**src/rtl/video_sprite_pkg.sv**
```systemverilog
// Shared types and default geometry for the sprite overlay video cores.
// No logic; constants and typedefs only.
// Imported by video_sprite_render and video_sprite_pixcnt.
package video_sprite_pkg;

  localparam int PIX_W = 12;
  localparam int CRD_W = 11;

  typedef logic [PIX_W-1:0] pix_t;
  typedef logic [CRD_W-1:0] coord_t;

  localparam int   DEF_H_RES = 640;
  localparam int   DEF_V_RES = 480;
  localparam int   DEF_SPR_W = 32;
  localparam int   DEF_SPR_H = 32;
  localparam pix_t DEF_KEY   = 12'h000;

endpackage

```
**src/rtl/video_sprite_pixcnt.sv**
```systemverilog
// Pixel position counter: px/py of the pixel currently presented, restarted by sof.
// Latency: position is combinational for the presented pixel; advances on adv.
// Backpressure: holds while adv is low, so a stalled pixel keeps its position.
module video_sprite_pixcnt
  import video_sprite_pkg::*;
#(
  parameter int H_RES = DEF_H_RES,
  parameter int V_RES = DEF_V_RES
) (
  input  logic   clk,
  input  logic   rst,
  input  logic   adv,
  input  logic   sof,
  output coord_t px,
  output coord_t py
);

  // Position of the next expected pixel; a sof beat overrides it with (0,0).
  coord_t nxt_x;
  coord_t nxt_y;

  assign px = sof ? '0 : nxt_x;
  assign py = sof ? '0 : nxt_y;

  // Step past the accepted pixel, wrapping at end of line and end of frame.
  always_ff @(posedge clk or posedge rst) begin
    if (rst) begin
      nxt_x <= '0;
      nxt_y <= '0;
    end else if (adv) begin
      if (px == coord_t'(H_RES - 1)) begin
        nxt_x <= '0;
        nxt_y <= (py == coord_t'(V_RES - 1)) ? '0 : py + 1'b1;
      end else begin
        nxt_x <= px + 1'b1;
        nxt_y <= py;
      end
    end
  end

endmodule

```
**src/rtl/video_sprite_render.sv**
```systemverilog
// Overlays one colour-keyed sprite from an external RAM onto a video stream.
// Latency: 2 cycles accept to dst_vld (S1 = RAM read, S2 = output register).
// Backpressure: global enable ce = !dst_vld || dst_rdy stalls whole pipe; src_rdy = ce.
// Optional: VIDEO_SPRITE_MIRROR_EN adds spr_mirror for a horizontal flip.
module video_sprite_render
  import video_sprite_pkg::*;
#(
  parameter int             H_RES = DEF_H_RES,
  parameter int             V_RES = DEF_V_RES,
  parameter int             SPR_W = DEF_SPR_W,
  parameter int             SPR_H = DEF_SPR_H,
  parameter int             AW    = 10,
  parameter int             DW    = PIX_W,
  parameter logic [DW-1:0]  KEY   = DEF_KEY
) (
  input  logic          clk,
  input  logic          rst,
  input  logic          spr_en,
  input  logic [10:0]   spr_x0,
  input  logic [10:0]   spr_y0,
`ifdef VIDEO_SPRITE_MIRROR_EN
  input  logic          spr_mirror,
`endif
  input  logic          src_vld,
  output logic          src_rdy,
  input  logic          src_sof,
  input  logic [DW-1:0] src_rgb,
  output logic          dst_vld,
  input  logic          dst_rdy,
  output logic          dst_sof,
  output logic [DW-1:0] dst_rgb,
  output logic [AW-1:0] ram_addr_r,
  input  logic [DW-1:0] ram_dout
);

  localparam int XB = $clog2(SPR_W);
  localparam int YB = $clog2(SPR_H);

  logic          ce;
  logic          acc;
  coord_t        px;
  coord_t        py;
  logic          en_sh;
  coord_t        x0_sh;
  coord_t        y0_sh;
  logic          en_c;
  coord_t        x0_c;
  coord_t        y0_c;
  logic [11:0]   dx;
  logic [11:0]   dy;
  logic          hit;
  logic [XB-1:0] xt;
  logic [AW-1:0] addr_new;
  logic [AW-1:0] addr_q;
  logic          s1_vld;
  logic          s1_sof;
  logic          s1_hit;
  logic [DW-1:0] s1_rgb;

  assign ce      = !dst_vld || dst_rdy;
  assign src_rdy = ce;
  assign acc     = src_vld && ce;

  video_sprite_pixcnt #(
    .H_RES (H_RES),
    .V_RES (V_RES)
  ) u_pixcnt (
    .clk (clk),
    .rst (rst),
    .adv (acc),
    .sof (src_vld && src_sof),
    .px  (px),
    .py  (py)
  );

  // The sof pixel already sees the new position; later pixels see the shadow.
  assign en_c = src_sof ? spr_en : en_sh;
  assign x0_c = src_sof ? spr_x0 : x0_sh;
  assign y0_c = src_sof ? spr_y0 : y0_sh;

  // Capture sprite placement once per frame so mid-frame moves cannot tear.
  always_ff @(posedge clk or posedge rst) begin
    if (rst) begin
      en_sh <= 1'b0;
      x0_sh <= '0;
      y0_sh <= '0;
    end else if (acc && src_sof) begin
      en_sh <= spr_en;
      x0_sh <= spr_x0;
      y0_sh <= spr_y0;
    end
  end

  // Negative offsets show up in bit 11 and reject pixels left of / above the sprite.
  assign dx  = {1'b0, px} - {1'b0, x0_c};
  assign dy  = {1'b0, py} - {1'b0, y0_c};
  assign hit = en_c && !dx[11] && (dx < 12'(SPR_W)) && !dy[11] && (dy < 12'(SPR_H));

`ifdef VIDEO_SPRITE_MIRROR_EN
  logic        mir_sh;
  logic        mir_c;
  logic [11:0] dxm;

  assign mir_c = src_sof ? spr_mirror : mir_sh;
  assign dxm   = 12'(SPR_W - 1) - dx;
  assign xt    = mir_c ? dxm[XB-1:0] : dx[XB-1:0];

  // Flip flag follows the same once-per-frame capture as the position.
  always_ff @(posedge clk or posedge rst) begin
    if (rst)                 mir_sh <= 1'b0;
    else if (acc && src_sof) mir_sh <= spr_mirror;
  end
`else
  assign xt = dx[XB-1:0];
`endif

  assign addr_new = AW'({dy[YB-1:0], xt});

  // The RAM samples the address at the accept edge; while stalled the address
  // stays put so the RAM keeps returning the colour for the held S1 pixel.
  assign ram_addr_r = (acc && hit) ? addr_new : addr_q;

  // Remember the last presented address for hold cycles.
  always_ff @(posedge clk or posedge rst) begin
    if (rst) addr_q <= '0;
    else     addr_q <= ram_addr_r;
  end

  // S1 waits for the RAM; S2 merges sprite colour over background unless keyed out.
  always_ff @(posedge clk or posedge rst) begin
    if (rst) begin
      s1_vld  <= 1'b0;
      s1_sof  <= 1'b0;
      s1_hit  <= 1'b0;
      s1_rgb  <= '0;
      dst_vld <= 1'b0;
      dst_sof <= 1'b0;
      dst_rgb <= '0;
    end else if (ce) begin
      s1_vld  <= src_vld;
      s1_sof  <= src_vld && src_sof;
      s1_hit  <= src_vld && hit;
      s1_rgb  <= src_rgb;
      dst_vld <= s1_vld;
      dst_sof <= s1_sof;
      dst_rgb <= (s1_hit && (ram_dout != KEY)) ? ram_dout : s1_rgb;
    end
  end

endmodule

```
**config.mk**
```make
export PLATFORM = sky130hd
export DESIGN_NAME = video_sprite_render
export DESIGN_NICKNAME = d
export VERILOG_FILES = /design/src/rtl/video_sprite_pkg.sv /design/src/rtl/video_sprite_pixcnt.sv /design/src/rtl/video_sprite_render.sv
export SDC_FILE = /design/constraint.sdc
export NUM_CORES = 1
export LEC_CHECK = 0
export CAP_MARGIN = 15
export CELL_PAD_IN_SITES_DETAIL_PLACEMENT = 1
export CELL_PAD_IN_SITES_GLOBAL_PLACEMENT = 2
export CORE_UTILIZATION = 37
export DETAILED_ROUTE_END_ITERATION = 7
export PLACE_DENSITY_LB_ADDON = 0.12
export SYNTH_ARGS = -nofsm -noshare
export SYNTH_HDL_FRONTEND = slang
export SYNTH_HIERARCHICAL = 1
export SYNTH_SLANG_ARGS = --single-unit
```
**constraint.sdc**
```tcl
create_clock -name clk -period 17.2 [get_ports clk]
set_clock_uncertainty 0.05 [all_clocks]
set_input_delay 2.58 -clock clk [delete_from_list [all_inputs] [get_ports clk]]
set_output_delay 2.58 -clock clk [all_outputs]
set_load 0.05 [all_outputs]
```
==> summary.txt, run 1 <==
Status
  – Status: finished, violations left
  – Failing checks: design-rule violations

Timing
  – Minimum clock period: 10.23 ns
  – Achievable Freq: 97.7 MHz
  – Final period utilization: 59.5%
  – RSZ-0062 raised after global routing: no
  – Max-slew violations: 0
  – Sum Neg Setup Slack: 0 ns
  – Worst-Margin Slew: 0.941 ns
  – Slew HR: 37.2%
  – Final hold violations: 0
  – Endpoints failing setup: 0

Final layout
  – Reg area: 2100 µm²
  – Area Growth Syn to Fin: 24.1%
  – Antenna cells: 0
  – Core Util, Final: 46.9%
  – Total Nets Final: 701
  – Ratio of cells with drive above 1 in the final layout: 10.0%
  – Fillers: 1569
  – Footprint of the multi-input gates: 2900 µm²

Worst setup path
  – RR Endpoint: addr_q[4]
  – Reg2reg start: u_pixcnt/nxt_y[0]
  – Critical Path Fanout Max: 35
  – Worst Setup SP: src_sof
  – CP Capture Type: primary output
  – Critical Path Source Type: primary input
  – Worst R2R Path Depth: 11
  – Max incr delay on CP: 0.80 ns
  – CP bufs+invs: 6
  – Setup crit end: ram_addr_r[9]
  – R2R Setup Slk: 13.41 ns
  – Arrival time worst endpoint: 7.60 ns
  – Top Family by Delay on Critical Path: buffers and inverters
  – Worst EP required: 14.57 ns
  – Crit path kind: in2out
  – WP depth: 15
  – Critical-path top delay cell: clkdlybuf4s50_1
  – Sequence of cells on the critical path: clkdlybuf4s50_1 -> buf_4 -> and2_1 -> buf_4 -> inv_1 -> nand2_1 -> inv_1 -> ha_1 -> o221ai_1 -> nor4_1 -> o311ai_0 -> or4_1 -> or4_4 -> mux2_2 -> clkdlybuf4s50_1

Routing
  – ANT nets after route: 0
  – Met2 WL: 7200 µm
  – Drc violations: 2
  – Vias/cell: 5.42
  – Initial drt markers: 170
  – Metal-1 WL: 6650 µm
  – DRT Wirelength: 14500 µm
  – Vias: 4382
  – Wirelength per Cell: 18.0 µm
  – DR top layer: met4
  – Met3 WL: 352 µm
  – Drt first pass iters: 8

Job
  – Maxcap violations: 0

Clock network
  – H-tree depth: 3
  – Clk sink count: 84
  – Post CTS Setup Buffer Count: 0
  – Clock Path Buffers: 2
  – CTS clk-pin slew, worst paths: 0.07 ns
  – CTS Root Cell: clkbuf_16
  – CTS Buf Count: 9
  – Cts hold-fix bufs: 0
  – Worst-Skew Late Latency: 0.35 ns
  – CTS tree: built
  – CTS-repair resized insts: 0

Pwr
  – Leakage: 2.90 nW
  – Power density over the cells: 96.6 nW/µm²
  – Peak VDD IR: 55.0 µV

Logic synthesis
  – Synth unique cells: 64
  – Gate Count Post-Synth: 549
  – Sequential share of the synthesized area: 40.2%
  – Post-Syn Area: 5230 µm²
  – Top FF cell, synth: dfrtp_1
  – Number of flops mapped to enable cells by yosys: 0
  – Syn avg cell area: 9.52 µm²
  – Post-synth top cells: 84 x dfrtp_1, 81 x nand2_1, 42 x mux2i_1
  – Async SR Flop Fraction: 100%
  – Top cell type's share of synthesized area: 40.2%
  – Post-synth top area cell: dfrtp_1
  – Top cells by area, synth: dfrtp_1 40%, mux2i_1 8.0%, mux2_2 5.8%, nand2_1 5.8%, ha_1 5.7%
  – FF+latch count, synth: 84
  – Yosys warns: 6
  – Count leader, synth: dfrtp_1
  – Post-synthesis net count: 627

Global route
  – Initial antenna violation count: 0
  – Gr usage total: 21.6%
  – First-pass GRT wire length: 24200 µm
  – Vias in the first global route: 4683
  – GRT overflow: 0
  – Largest net degree at the start of global routing: 63

Placed design
  – Routability cong.: 0.856
  – Dpl hpwl: 10700 µm
  – Number of port buffers: 76

Floorplan
  – Chip Width: 121 µm
  – Row count: 43
  – Initial Util: 37.8%
  – Die H: 121 µm
  – IO Pins: 77
  – Placeable Area: 13800 µm²
  – Full die area: 14600 µm²

Min path
  – Hold WC Path Type: reg2reg
[registers in the layout (all words and copies together) (netlist names)]
register / cells
dst_rgb: 12
s1_rgb: 12
u_pixcnt/nxt_x: 11
u_pixcnt/nxt_y: 11
x0_sh: 11
y0_sh: 11
addr_q: 10
dst_sof: 1
dst_vld: 1
en_sh: 1
s1_hit: 1
s1_sof: 1
s1_vld: 1
[worst min path at each step]
stage,startpoint,endpoint,cells past startpoint
2_1_floorplan,s1_vld,dst_vld,1
3_3_place_gp,s1_vld,dst_vld,1
3_5_place_dp,s1_rgb[10],s1_rgb[10],2
4_1_cts,s1_rgb[10],s1_rgb[10],2
5_1_grt,s1_rgb[10],s1_rgb[10],2
6_report,s1_rgb[10],s1_rgb[10],2
[worst reg2reg max path: stages, from the launching register on]
cell	delay [ns]
dfrtp_1	0.45
nor2b_1	0.25
inv_1	0.07
ha_1	0.22
fa_1	0.41
nand2b_1	0.20
a21oi_1	0.25
o21ai_2	0.14
mux2i_1	0.14
or4_1	0.43
or4_4	0.70
mux2_4	0.36
[layout make-up]
type                    count  share of cell area (%)
clock buffers               9                    3.47
clock inverters             7                    1.12
inverters                  39                    2.26
multi-input cells         406                    44.7
flip-flops and latches     84                    32.4
well taps                 180                    3.47
repair buffers             83                    12.6
[cell usage in the layout (no fill, tap or decap), drive strengths merged, types with 13 or more instances in the layout]
cell,n
o21ai,32
nand3,16
mux2i,42
mux2,32
a21oi,18
nand2,81
clkdlybuf4s50,76
dfrtp,84
ha,24
nor2,18
inv,40
or4,13
nor2b,15
[routing by layer]
| metal | global-route usage, % | vias up |
|---|---|---|
| li1 | - | 2138 |
| met4 | 9.03 | 0 |
| met1 | 27.7 | 2169 |
| met3 | 2.87 | 16 |
| met5 | 0 | - |
| met2 | 36.4 | 59 |
[metrics by stage]
stage	area, µm²	hold slack (ns)	total power (W)	std cells	worst slack [ns]
final	6490	0.419	0.000627	808	6.97
after detailed placement	6180	0.407	0.000432	791	6.95
after global routing	6490	0.444	0.000662	808	6.62
after floorplan	5230	0.385	0.000369	549	7.58
after global placement	6180	0.396	0.000426	791	7.05
after CTS	6470	0.422	0.000634	807	6.94
[logic make-up after synthesis]
| group | after synthesis | synth area share (%) |
|---|---|---|
| compound gates | 104 | 13.3 |
| fa+ha+maj | 26 | 6.51 |
| xor+xnor | 8 | 1.34 |
| flops | 84 | 40.2 |
| buf+inv | 59 | 4.43 |
| simple gates | 194 | 19.0 |
| mux | 74 | 15.3 |
[power breakdown]
part / switching [W] / leakage (nW) / internal, W
registers: 0.0000157 / 1.03 / 0.000224
clock network: 0.0000866 / 0.142 / 0.000113
logic: 0.000108 / 1.72 / 0.0000794
total: 0.000211 / 2.90 / 0.000416
Note: power is estimated with default switching activity, not from simulation.
==> inputs of run 2 (changes only) <==
--- a/config.mk
+++ b/config.mk
@@ -8,7 +8,7 @@
 export CAP_MARGIN = 15
 export CELL_PAD_IN_SITES_DETAIL_PLACEMENT = 1
 export CELL_PAD_IN_SITES_GLOBAL_PLACEMENT = 2
-export CORE_UTILIZATION = 37
+export CORE_UTILIZATION = 31
 export DETAILED_ROUTE_END_ITERATION = 7
 export PLACE_DENSITY_LB_ADDON = 0.12
 export SYNTH_ARGS = -nofsm -noshare
==> constraint.sdc (replaced) <==
create_clock -name clk -period 8.6 [get_ports clk]
set_clock_uncertainty 0.05 [all_clocks]
set_input_delay 1.29 -clock clk [delete_from_list [all_inputs] [get_ports clk]]
set_output_delay 1.29 -clock clk [all_outputs]
set_load 0.05 [all_outputs]
==> run 2 against run 1 <==
  * The run now ends clean
  * Sequential cell count unchanged
  * Worst setup slack lost 5.5 ns
  * Clock power is 87% higher
  * Sequential share of layout area fell by 0.41 points
  * Routed wire length up 6.2%
  * Non-clock buffer count is 1 higher
  * Total power up 97%
  * Highest routed layer unchanged
==> summary.txt, run 2 (same netlist as run 1, synthesis figures left out) <==
Floorplan
  – IO Pins: 77 (unchanged)
  – Full die area: 17400 µm² (was 14600 µm²)
  – Initial Util: 31.6% (was 37.8%)
  – Row count: 47 (was 43)
  – Die H: 132 µm (was 121 µm)
  – Chip Width: 132 µm (was 121 µm)
  – Placeable Area: 16500 µm² (was 13800 µm²)

Worst setup path
  – Sequence of cells on the critical path: clkdlybuf4s50_1 -> and2_1 -> nor2b_1 -> inv_1 -> ha_1 -> fa_1 -> nand2b_1 -> a21oi_1 -> nor3_1 -> mux2i_1 -> or4_1 -> or4_4 -> mux2_4 -> buf_4 (was clkdlybuf4s50_1 -> buf_4 -> and2_1 -> buf_4 -> inv_1 -> nand2_1 -> inv_1 -> ha_1 -> o221ai_1 -> nor4_1 -> o311ai_0 -> or4_1 -> or4_4 -> mux2_2 -> clkdlybuf4s50_1)
  – Worst EP required: 7.26 ns (was 14.57 ns)
  – Reg2reg start: u_pixcnt/nxt_y[0] (unchanged)
  – Critical-path top delay cell: or4_4 (was clkdlybuf4s50_1)
  – CP Capture Type: primary output (unchanged)
  – Crit path kind: in2out (unchanged)
  – Critical Path Source Type: primary input (unchanged)
  – Max incr delay on CP: 0.70 ns (was 0.80 ns)
  – Worst R2R Path Depth: 11 (unchanged)
  – RR Endpoint: addr_q[9] (was addr_q[4])
  – R2R Setup Slk: 4.69 ns (was 13.41 ns)
  – Arrival time worst endpoint: 5.76 ns (was 7.60 ns)
  – Critical Path Fanout Max: 22 (was 35)

Clock network
  – CTS Root Cell: clkbuf_16 (unchanged)
  – CTS clk-pin slew, worst paths: 0.06 ns (was 0.07 ns)
  – CTS Buf Count: 9 (unchanged)
  – CTS-repair resized insts: 0 (unchanged)
  – Clk sink count: 84 (unchanged)
  – H-tree depth: 3 (unchanged)
  – CTS tree: built (unchanged)
  – Post CTS Setup Buffer Count: 0 (unchanged)
  – Cts hold-fix bufs: 0 (unchanged)
  – Clock Path Buffers: 2 (unchanged)
  – Worst-Skew Late Latency: 0.34 ns (was 0.35 ns)

Timing
  – Worst-Margin Slew: 0.972 ns (was 0.941 ns)
  – Setup WS post-layout: 1.50 ns (was 6.97 ns)
  – Slew HR: 34.9% (was 37.2%)
  – Final period utilization: 82.6%
  – Max-slew violations: 0 (unchanged)
  – Sum Neg Setup Slack: 0 ns (unchanged)
  – RSZ-0062 raised after global routing: no (unchanged)
  – Endpoints failing setup: 0 (unchanged)
  – Minimum clock period: 7.10 ns
  – Final hold violations: 0 (unchanged)
  – Achievable Freq: 141 MHz

Pwr
  – Clock share of power: 30.3% (was 31.8%)
  – Sw frac: 34.0% (was 33.6%)
  – Peak VDD IR: 86.1 µV (was 55.0 µV)
  – Pint: 0.000813 W (was 0.000416 W)
  – Sequential power share: 39.0% (was 38.2%)
  – Power share of the combinational group: 30.8% (was 29.9%)
  – Power density over the cells: 187 nW/µm² (was 96.6 nW/µm²)
  – Leakage: 2.93 nW (was 2.90 nW)
  – Psw: 0.000419 W (was 0.000211 W)

Min path
  – WHS Path Cells: 2 (unchanged)
  – Hold WC Path Type: reg2reg (unchanged)
  – Hold_sp: s1_rgb[10] (unchanged)
  – Min-Delay Endpoint: s1_rgb[10] (unchanged)

Placed design
  – Dpl hpwl: 11700 µm (was 10700 µm)
  – Number of port buffers: 76 (unchanged)
  – Routability cong.: 0.806 (was 0.856)
  – Placed cells: 833 (was 791)
  – Dpl ws: 1.48 ns (was 6.95 ns)

Routing
  – Drc violations: 0 (was 2)
  – Metal-1 WL: 7250 µm (was 6650 µm)
  – DRT Wirelength: 15400 µm (was 14500 µm)
  – Wirelength per Cell: 18.1 µm (was 18.0 µm)
  – ANT nets after route: 0 (unchanged)
  – Initial drt markers: 225 (was 170)
  – Vias: 4384 (was 4382)
  – DR top layer: met4 (unchanged)
  – Met3 WL: 451 µm (was 352 µm)
  – Vias/cell: 5.16 (was 5.42)
  – Met2 WL: 7420 µm (was 7200 µm)
  – Drt first pass iters: 5 (was 8)

Final layout
  – Top Registers: dst_rgb (12), s1_rgb (12) (unchanged)
  – Non-filler cells in the finished layout: 849 (was 808)
  – Antenna cells: 0 (unchanged)
  – Leading cell type in the layout, fill and taps excluded: dfrtp_1 (unchanged)
  – Commonest non-fill, non-tap cells in the layout: 84 x dfrtp_1, 81 x nand2_1, 66 x clkdlybuf4s50_1, 42 x mux2i_1, 37 x inv_1 (was 84 x dfrtp_1, 81 x nand2_1, 76 x clkdlybuf4s50_1, 42 x mux2i_1, 37 x inv_1)
  – Ratio of cells with drive above 1 in the final layout: 11.8% (was 10.0%)
  – Area Growth Syn to Fin: 25.7% (was 24.1%)
  – Total Nets Final: 702 (was 701)

Status
  – Status: completed (was finished, violations left)

Global route
  – Vias in the first global route: 4721 (was 4683)
  – First-pass GRT wire length: 25300 µm (was 24200 µm)
  – Initial antenna violation count: 0 (unchanged)
  – Largest net degree at the start of global routing: 63 (unchanged)
  – GRT overflow: 0 (unchanged)
  – Gr usage total: 18.7% (was 21.6%)

Job
  – Maxcap violations: 0 (unchanged)
[run 2: metrics by stage]
| step | util (%) | instance area (µm²) | hold WS [ns] | power [W] |
|---|---|---|---|---|
| 2_1_floorplan | - | 5230 | 0.385 | 0.000737 |
| 3_3_place_gp | 38.0 | 6270 | 0.401 | 0.000860 |
| 3_5_place_dp | 38.0 | 6290 | 0.407 | 0.000869 |
| 4_1_cts | 39.8 | 6570 | 0.421 | 0.00126 |
| 5_1_grt | 39.8 | 6570 | 0.442 | 0.00131 |
| 6_report | 39.8 | 6570 | 0.420 | 0.00123 |
[run 2: metal layers]
| metal | GRT usage, % | vias to the layer above |
|---|---|---|
| met2 | 31.5 | 67 |
| met1 | 24.1 | 2162 |
| met5 | 0 | - |
| met4 | 6.07 | 0 |
| met3 | 3.46 | 15 |
| li1 | - | 2140 |
[run 2: power by group through the flow]
stage,Sequential (W),Clock [W],Combinational (W)
final,0.000480,0.000373,0.000379
after global routing,0.000487,0.000406,0.000419
after detailed placement,0.000487,0,0.000382
after global placement,0.000484,0,0.000376
after floorplan,0.000521,0,0.000216
after CTS,0.000480,0.000395,0.000385
[run 2: critical path: cells and delay by family]
family                   cells  cell delay [ns]
AND/OR/NAND/NOR              6             2.31
AO/OA/AOI/OAI                1             0.22
multiplexers                 2             0.48
adder cells (fa/ha/maj)      2             0.64
buffers and inverters        3             0.81
[run 2: how the worst max path moves through the flow]
| stage | start | endpoint | slack [ns] | cells past startpoint |
|---|---|---|---|---|
| after global routing | src_sof | ram_addr_r[1] | 1.16 | 14 |
| after detailed placement | src_sof | ram_addr_r[2] | 1.48 | 14 |
| after CTS | src_sof | ram_addr_r[2] | 1.46 | 14 |
| final | src_sof | ram_addr_r[4] | 1.50 | 14 |
| after floorplan | src_sof | ram_addr_r[0] | 1.56 | 15 |
| after global placement | src_sof | ram_addr_r[2] | 1.50 | 13 |
[run 2: final cells by class]
cell class                      instances  area (µm²)
Clock buffer                           10         239
Clock inverter                          6        46.3
Fill cell                            1884        9950
Inverter                               39         146
Multi-Input combinational cell        406        2900
Sequential cell                        84        2100
Tap cell                              220         275
Timing Repair Buffer                   84         866
==> inputs of run 3 (changes only) <==
--- a/config.mk
+++ b/config.mk
@@ -8,7 +8,7 @@
 export CAP_MARGIN = 15
 export CELL_PAD_IN_SITES_DETAIL_PLACEMENT = 1
 export CELL_PAD_IN_SITES_GLOBAL_PLACEMENT = 2
-export CORE_UTILIZATION = 31
+export CORE_UTILIZATION = 34
 export DETAILED_ROUTE_END_ITERATION = 7
 export PLACE_DENSITY_LB_ADDON = 0.12
 export SYNTH_ARGS = -nofsm -noshare
==> constraint.sdc (replaced) <==
create_clock -name clk -period 7.08 [get_ports clk]
set_clock_uncertainty 0.05 [all_clocks]
set_input_delay 1.062 -clock clk [delete_from_list [all_inputs] [get_ports clk]]
set_output_delay 1.062 -clock clk [all_outputs]
set_load 0.05 [all_outputs]
==> run 3 against run 2 <==
  * Global-route usage up 1.5 points
  * Cell count down 4.2%
  * Clock power up 49%
  * Sequential cell count unchanged
  * Clock-buffer cell count up 1
  * Combinational power up 21%
  * Largest cell class unchanged
  * Sequential share of layout area down 0.22 points
  * Via count up 0.41%
  * Non-clock buffer count unchanged
  * First-iteration DRC count down 20%
==> summary.txt, run 3 (same netlist as run 1, synthesis figures left out) <==
Worst setup path
  – Reg2reg start: u_pixcnt/nxt_y[0] (unchanged)
  – CP most frequent cell: mux2i_1
  – CP bufs+invs: 3 (unchanged)
  – Crit path kind: in2out (unchanged)
  – CP Capture Type: primary output (unchanged)
  – Sequence of cells on the critical path: clkdlybuf4s50_1 -> buf_4 -> mux2_2 -> ha_1 -> fa_1 -> nand2b_1 -> a21oi_1 -> nor3_1 -> mux2i_1 -> or4_1 -> or4_4 -> mux2i_1 -> buf_12 (was clkdlybuf4s50_1 -> and2_1 -> nor2b_1 -> inv_1 -> ha_1 -> fa_1 -> nand2b_1 -> a21oi_1 -> nor3_1 -> mux2i_1 -> or4_1 -> or4_4 -> mux2_4 -> buf_4)
  – Critical Path Fanout Max: 24 (was 22)
  – Arrival time worst endpoint: 5.53 ns (was 5.76 ns)
  – Top Family by Delay on Critical Path: simple AND/OR/NAND/NOR gates (unchanged)
  – Worst EP required: 5.97 ns (was 7.26 ns)
  – Worst Setup SP: src_sof (unchanged)
  – Critical Path Source Type: primary input (unchanged)
  – Critical-path top delay cell: or4_4 (unchanged)
  – Max incr delay on CP: 0.71 ns (was 0.70 ns)

Timing
  – Endpoints failing setup: 0 (unchanged)
  – Worst-Margin Slew: 1.02 ns (was 0.972 ns)
  – Max-slew violations: 0 (unchanged)
  – Fin Hold WS: 0.419 ns (was 0.420 ns)
  – RSZ-0062 raised after global routing: no (unchanged)
  – Achievable Freq: 151 MHz
  – Slew HR: 31.6% (was 34.9%)
  – Final hold violations: 0 (unchanged)
  – Final period utilization: 93.8%
  – Sum Neg Setup Slack: 0 ns (unchanged)
  – Minimum clock period: 6.64 ns

Global route
  – Initial antenna violation count: 0 (unchanged)
  – Met1 Use GR: 25.7% (was 24.1%)
  – Largest net degree at the start of global routing: 63 (unchanged)
  – Vias in the first global route: 4677 (was 4721)
  – First-pass GRT wire length: 24900 µm (was 25300 µm)
  – GRT busiest layer: met2 (unchanged)
  – M3 GR Usage: 4.46% (was 3.46%)
  – Gr usage total: 20.2% (was 18.7%)
  – GRT overflow: 0 (unchanged)
  – M2 GR Usage: 34.8% (was 31.5%)

Min path
  – Hold_sp: s1_vld (was s1_rgb[10])
  – Hold WC Path Type: reg2reg (unchanged)

Pwr
  – Leakage: 2.97 nW (was 2.93 nW)
  – Peak VDD IR: 115 µV (was 86.1 µV)
  – Power density over the cells: 241 nW/µm² (was 187 nW/µm²)
  – Total power: 0.00160 W (was 0.00123 W)

Routing
  – ANT nets after route: 0 (unchanged)
  – Drt first pass iters: 4 (was 5)
  – DRT Wirelength: 15200 µm (was 15400 µm)
  – Drc violations: 0 (unchanged)
  – Wirelength per Cell: 18.7 µm (was 18.1 µm)
  – Initial drt markers: 179 (was 225)
  – Vias: 4402 (was 4384)
  – Vias/cell: 5.41 (was 5.16)

Clock network
  – CTS Root Cell: clkbuf_16 (unchanged)
  – Post CTS Setup Buffer Count: 0 (unchanged)
  – CTS clk-pin slew, worst paths: 0.06 ns (about the same)
  – Clock Path Buffers: 2 (unchanged)
  – H-tree depth: 3 (unchanged)
  – CTS-repair resized insts: 0 (unchanged)
  – CTS tree: built (unchanged)
  – Worst-Skew Late Latency: 0.35 ns (was 0.34 ns)
  – CTS Buf Count: 9 (unchanged)
  – Cts hold-fix bufs: 0 (unchanged)
  – Clk sink count: 84 (unchanged)

Floorplan
  – Full die area: 15900 µm² (was 17400 µm²)
  – Chip Width: 126 µm (was 132 µm)
  – Initial Util: 35.4% (was 31.6%)
  – IO Pins: 77 (unchanged)
  – Die H: 126 µm (was 132 µm)
  – Placeable Area: 14800 µm² (was 16500 µm²)
  – Row count: 44 (was 47)

Placed design
  – Placed cells: 796 (was 833)
  – Routability cong.: 0.827 (was 0.806)
  – Dpl hpwl: 11300 µm (was 11700 µm)
  – Number of port buffers: 76 (unchanged)

Final layout
  – Area Growth Syn to Fin: 26.6% (was 25.7%)
  – Non-filler cells in the finished layout: 813 (was 849)
  – Commonest non-fill, non-tap cells in the layout: 84 x dfrtp_1, 81 x nand2_1, 66 x clkdlybuf4s50_1, 42 x mux2i_1, 37 x inv_1 (unchanged)
  – Ratio of cells with drive above 1 in the final layout: 11.6% (was 11.8%)
  – Leading cell type in the layout, fill and taps excluded: dfrtp_1 (unchanged)
  – Antenna cells: 0 (unchanged)
  – Top Registers: dst_rgb (12), s1_rgb (12) (unchanged)
  – Total Nets Final: 702 (unchanged)

Job
  – Maxcap violations: 0 (unchanged)

Status
  – Status: completed (unchanged)
## run 3: cell types whose count changed in the layout (fill, tap and decap cells not counted), sizes merged
cell and delta:
bufinv +3, clkinvlp -2, inv -1, clkinv -1, clkbuf +1
## run 3: worst reg2reg max path, cell delays in order, from the launching register on
cell and delay [ns]:
dfrtp_1 0.44, nor2b_1 0.27, inv_1 0.10, ha_1 0.24
fa_1 0.39, nand2b_1 0.20, a21oi_1 0.23, nor3_1 0.09
mux2i_1 0.13, or4_1 0.56, or4_4 0.71, mux2_4 0.38
## run 3: report_power, final
group | internal [W] | switching, W
Sequential | 0.000544 | 0.0000386
Clock | 0.000357 | 0.000199
Combinational | 0.000193 | 0.000265
Total | 0.00109 | 0.000503
## run 3: layer usage
layer,vias to the layer above,wire length (µm)
met3,14,517
met5,-,0
li1,2141,-
met1,2174,6970
met2,73,7550
met4,0,204
## run 3: path summary, 6_finish.rpt
check,endpoint,slack (ns),cells after the start
max in group asynchronous,u_pixcnt/nxt_x[3],5.13,2
min in group asynchronous,y0_sh[4],1.25,3
setup / recovery,ram_addr_r[1],0.44,13
setup reg to reg,addr_q[4],3.18,11
hold / removal,s1_vld,0.42,1
hold reg to reg,s1_vld,0.42,1
## run 3: metrics by stage
stage / setup slack [ns] / utilization, % / instance area (µm²)
after floorplan: 0.492 / - / 5230
after global placement: 0.465 / 42.4 / 6250
after detailed placement: 0.407 / 42.4 / 6250
after CTS: 0.398 / 44.8 / 6600
after global routing: 0.209 / 44.9 / 6620
final: 0.439 / 44.9 / 6620
## run 3: cell type report
class	instances	area, µm²
clock buffer	11	243
timing repair buffer	84	891
sequential	84	2100
inverter	39	146
fill	1671	8140
multi-input combinational	406	2900
clock inverter	5	108
tap	184	230
==> edit 1 (config.mk and constraints of run 3) <==
`DEF_SPR_W`: 32 -> 64.
--- a/src/rtl/video_sprite_pkg.sv
+++ b/src/rtl/video_sprite_pkg.sv
@@ -11,7 +11,7 @@
 
   localparam int   DEF_H_RES = 640;
   localparam int   DEF_V_RES = 480;
-  localparam int   DEF_SPR_W = 32;
+  localparam int   DEF_SPR_W = 64;
   localparam int   DEF_SPR_H = 32;
   localparam pix_t DEF_KEY   = 12'h000;
 
Formal check against the unedited RTL: no difference found for any inputs over 4 cycles, from zero or initial values and one cycle with rst high; that may be too few to reach the edited logic, so the function may still have changed.
==> edit 1 against run 3 <==
Count of clock-buffer cells in the layout did not move. Sequential share of layout area rose by 0.76 points. Routed wire length fell by 8.1%. Sequential cell count did not move. Total power fell by 6.8%. Synthesized area fell by 1.4%. Non-clock buffer count did not move. Worst hold slack got worse by 5.2 ps. Cell area fell by 2.3%. Die area fell by 1.4%. Final cell count fell by 2.6%. Synthesized cell count fell by 3.5%. Worst setup slack improved by 250 ps.
==> edit 1: results (changes against run 3) <==
Pleak -> 2.844 nW (-4.4%)
Worst R2R End -> addr_q[0]
hold path endpoint -> dst_vld
vias in the first global route -> 4403 (-5.9%)
syn_nets -> 608 (-3.0%)
Clock Path Buffers -> 2 (unchanged)
reg-to-reg startpoint -> u_pixcnt/nxt_x[0]
GRT Total Usage -> 0.1919 (-0.01044)
pwr/cell area -> 230.2 nW/µm² (-4.6%)
CP Capture Point -> ram_addr_r[0]
# fillers -> 1625 (-2.8%)
GR Util met1 -> 0.2723 (+0.01551)
DR vias/cell -> 5.270 (-2.7%)
met2 Use GR -> 0.2948 (-0.05362)
slowest stage delay, CP -> 520 ps (-190 ps)
seq_cells -> 84 (unchanged)
Nets -> 682 (-2.8%)
fraction of area in multi-input gates -> 0.4401 (+0.002188)
reg2reg setup slack -> 3400 ps (+220 ps)
CP max stage cell -> clkdlybuf4s50_1
met3 WL post-DR -> 464 µm (-10%)
seq pwr -> 0.000582 W (about the same)
NonClk Buf Share -> 0.1340 (-0.0006403)
cts repair resizes -> 0 (unchanged)
invs w/o clock -> 36 (-7.7%)
wire per inst -> 17.69 µm (-5.6%)
Worst Hold Launch -> s1_vld
Peak VDD IR -> 0.1152 mV (-0.12%)
met3 Use GR -> 0.03166 (-0.01294)
syn_area_per_cell -> 9.724 µm² (+2.1%)
Seq area share -> 0.3253 (+0.007626)
status -> complete, no violations
Total Routed Length -> 14.01 mm (-8.1%)
first-pass GRT wire length -> 23.55 mm (-5.3%)
Metal-1 WL -> 6.967 mm (about the same)
pre-CTS WS -> 661.4 ps (+254.5 ps)
clock share of power -> 0.313 (-0.035)
post-synthesis sequential area ratio -> 0.4079 (+0.005856)
#MultiIn Comb -> 389 (-4.2%)
share of cells above drive strength 1 -> 0.1217 (+0.005653)
metal2 WL -> 6.385 mm (-15%)
Final Wtd Congestion -> 0.8506 (+2.9%)
leading post-synthesis cells by instance count -> dfrtp_1 (84), nand2_1 (74), mux2i_1 (39)
DR iter-0 viols -> 192 (+7.3%)
Switching Share -> 0.3239 (+0.008951)
cells on worst reg2reg path -> 13 (+2)
relative slew slack -> 0.3150 (-0.0009030)
# clk buffers -> 11 (unchanged)
largest net degree at the start of global routing -> 63 (unchanged)
Final WS setup -> 684.8 ps (+245.9 ps)
crit-path max FO -> 24 (unchanged)
Crit path max-delay family -> buffers and inverters
post-synthesis cell type count -> 64 (unchanged)
dpl cells -> 776 (-2.5%)
hpwl dp -> 10.47 mm (-7.8%)
Area contributors post-synth -> dfrtp_1 (41%), mux2i_1 (7.6%), mux2_2 (5.9%)
Clock Latency Late Sink -> 350 ps (about the same)
clock-cell share of area -> 0.04395 (-0.008990)
WP data arrival -> 5280 ps (-250 ps)
Pre-antenna DRT Iters -> 6 (+2)
edit 1: cell types whose count changed after synthesis, sizes merged, moves of 3 or more:
cell and delta:
a31oi +3, clkbuf +3, inv -3, nand2 -7
xnor2 +4, or4 -5, a21oi -3, a211oi -4
edit 1: cell families (layout without fill, tap and decap cells):
family,after synthesis,in the layout,synth area share
AND/OR/NAND/NOR,181,181,0.1818
AO/OA/AOI/OAI,99,99,0.1294
flip-flops,84,84,0.4079
multiplexers,73,73,0.1542
buffers and inverters,57,135,0.04370
adder cells (fa/ha/maj),26,26,0.06604
XOR/XNOR,10,10,0.01700
edit 1: per-stage QoR:
step | area [µm²] | hold WS, ps | utilization
global route | 6462 | 436.6 | 0.4413
detailed placement | 6151 | 406.1 | 0.4200
CTS | 6435 | 417.1 | 0.4394
floorplan | 5154 | 385.4 | -
global placement | 6151 | 400.9 | 0.4200
finish | 6462 | 413.9 | 0.4413
==> edit 2 (flow settings as in run 3) <==
Made on the original files. Put one more register stage on the output `dst_rgb`, with the module's reset. The value now appears one clock later. The other outputs are not delayed to match.
--- a/src/rtl/video_sprite_render.sv
+++ b/src/rtl/video_sprite_render.sv
@@ -35,6 +35,8 @@
 
   localparam int XB = $clog2(SPR_W);
   localparam int YB = $clog2(SPR_H);
+
+  logic [DW-1:0] dst_rgb_s0;
 
   logic          ce;
   logic          acc;
@@ -135,7 +137,7 @@
       s1_rgb  <= '0;
       dst_vld <= 1'b0;
       dst_sof <= 1'b0;
-      dst_rgb <= '0;
+      dst_rgb_s0 <= '0;
     end else if (ce) begin
       s1_vld  <= src_vld;
       s1_sof  <= src_vld && src_sof;
@@ -143,7 +145,15 @@
       s1_rgb  <= src_rgb;
       dst_vld <= s1_vld;
       dst_sof <= s1_sof;
-      dst_rgb <= (s1_hit && (ram_dout != KEY)) ? ram_dout : s1_rgb;
+      dst_rgb_s0 <= (s1_hit && (ram_dout != KEY)) ? ram_dout : s1_rgb;
+    end
+  end
+
+  always_ff @(posedge clk or posedge rst) begin
+    if (rst) begin
+      dst_rgb <= '0;
+    end else begin
+      dst_rgb <= dst_rgb_s0;
     end
   end
 
Formal check against the unedited RTL: not equivalent (a bounded check fails within 4 cycles, from zero or initial values and one cycle with rst high).
==> edit 2 against run 3 <==
Sequential power grew 14%. Synthesized area increased by 5.8%. Combinational power increased by 4%. Global-route usage decreased by 0.97 points. Synthesized cell count is 0.91% higher. First-iteration DRC count rose by 50%. Sequential cell count is 12 higher. Worst setup slack gained 17 ps. Total power is 2.5% higher. Clock power decreased by 11%. Routed wire length shrank 1.2%. Cell area rose by 4.7%. Final cell count increased by 4.4%. Critical endpoint is now ram_addr_r[9]. Largest cell class unchanged.
==> edit 2: results (changes against run 3) <==
# fillers -> 1820 (+8.9%)
HP Class -> flip-flop to flip-flop
WP data arrival -> 5510 ps (-20 ps)
clk root buf -> clkbuf_16
CP max stage cell -> clkdlybuf4s50_1
vias in the first global route -> 4709 (+0.68%)
hpwl dp -> 11.28 mm (-0.58%)
Reg clk slew, reported paths -> 80 ps (+20 ps)
Most used DFF post-synth -> dfrtp_1
syn_nets -> 632 (+0.80%)
Nets -> 706 (+0.57%)
Peak VDD IR -> 0.1313 mV (+14%)
YS warnings -> 6 (unchanged)
asr flop ratio synth -> 1.000 (unchanged)
Clock Latency Late Sink -> 350 ps (about the same)
Area contributors post-synth -> dfrtp_1 (43%), mux2i_1 (7.2%), ha_1 (5.4%)
Comb power -> 0.000475 W (+4%)
placed instance area -> 6601 µm² (+5.6%)
Pre-antenna DRT Iters -> 6 (+2)
Post-CTS Setup Bufs -> 0 (unchanged)
Num CTS Buffers -> 9 (unchanged)
slowest stage delay, CP -> 540 ps (-170 ps)
Seq pwr share -> 0.408 (+0.043)
wire per inst -> 17.74 µm (-5.4%)
GRT Total Usage -> 0.1926 (-0.009685)
total number of vias -> 4449 (+1.1%)
largest net degree at the start of global routing -> 75 (+19%)
Crit path max-delay family -> buffers and inverters
initial antenna violation count -> 0 (unchanged)
status -> complete, no violations
leading post-synthesis cells by instance count -> dfrtp_1 (96), nand2_1 (75), mux2i_1 (40)
I/O Buffers -> 76 (unchanged)
n_diodes -> 0 (unchanged)
cts repair resizes -> 0 (unchanged)
pre-CTS WS -> 419.2 ps (+12.28 ps)
Clock Path Buffers -> 2 (unchanged)
post-synthesis sequential area ratio -> 0.4344 (+0.03238)
post-synthesis cell type count -> 60 (-6.3%)
Sw Pwr -> 0.0005634 W (+12%)
Switching Share -> 0.3443 (+0.02936)
Final Wtd Congestion -> 0.8155 (-1.4%)
largest registers -> dst_rgb (12), dst_rgb_s0 (12), s1_rgb (12)
Pleak -> 3.053 nW (+2.7%)
relative slew slack -> 0.3286 (+0.01271)
share of cells above drive strength 1 -> 0.1185 (+0.002426)
CTS H-Tree Depth -> 3 (unchanged)
DR iter-0 viols -> 268 (+50%)
crit-path max FO -> 12 (-50%)
first-pass GRT wire length -> 24.67 mm (-0.75%)
[edit 2: cell types whose count changed after synthesis, sizes merged, moves of 3 or more]
cell	change
nor2	+3
a21o	+4
xor2	-3
dfrtp	+12
a31oi	+3
or4	-4
o21ai	-4
nor4	-3
nand2	-6
inv	-5
xnor2	+4
[edit 2: final cells by class]
class,instances,area share
clock buffers,9,0.03251
clock inverters,7,0.01066
flip-flops and latches,96,0.3468
inverters,34,0.01860
multi-input cells,400,0.4188
repair buffers,87,0.1336
well taps,216,0.03901
[edit 2: metal layers]
metal,vias up,track usage,part of all wire
li1,2142,-,-
met3,15,0.03592,0.031
met4,0,0.05540,0.014
met5,-,0,0
met2,75,0.3254,0.49
met1,2217,0.2512,0.46
[edit 2: through the flow]
step	cells	util
2_1_floorplan	554	-
3_3_place_gp	832	0.4156
3_5_place_dp	832	0.4156
4_1_cts	848	0.4344
5_1_grt	849	0.4361
6_report	849	0.4361
[edit 2: cell families (layout without fill, tap and decap cells)]
| logic type | count (synthesis) | after routing | share of synthesized area |
|---|---|---|---|
| buf+inv | 58 | 137 | 0.04366 |
| simple gates | 188 | 188 | 0.1713 |
| mux | 74 | 74 | 0.1450 |
| compound gates | 103 | 103 | 0.1299 |
| xor+xnor | 9 | 9 | 0.01425 |
| fa+ha+maj | 26 | 26 | 0.06154 |
| flops | 96 | 96 | 0.4344 |
[edit 2: path summary, 6_finish.rpt]
kind                       slack, ps  cells past startpoint         startpoint                end
max                              460                     15            src_sof      ram_addr_r[9]
min                              330                      0      dst_rgb_s0[1]         dst_rgb[1]
max reg2reg                     3020                     13  u_pixcnt/nxt_x[0]          addr_q[0]
min reg2reg                      330                      0      dst_rgb_s0[1]         dst_rgb[1]
max in group asynchronous       5050                      3                rst           x0_sh[7]
min in group asynchronous       1220                      2                rst  u_pixcnt/nxt_y[0]
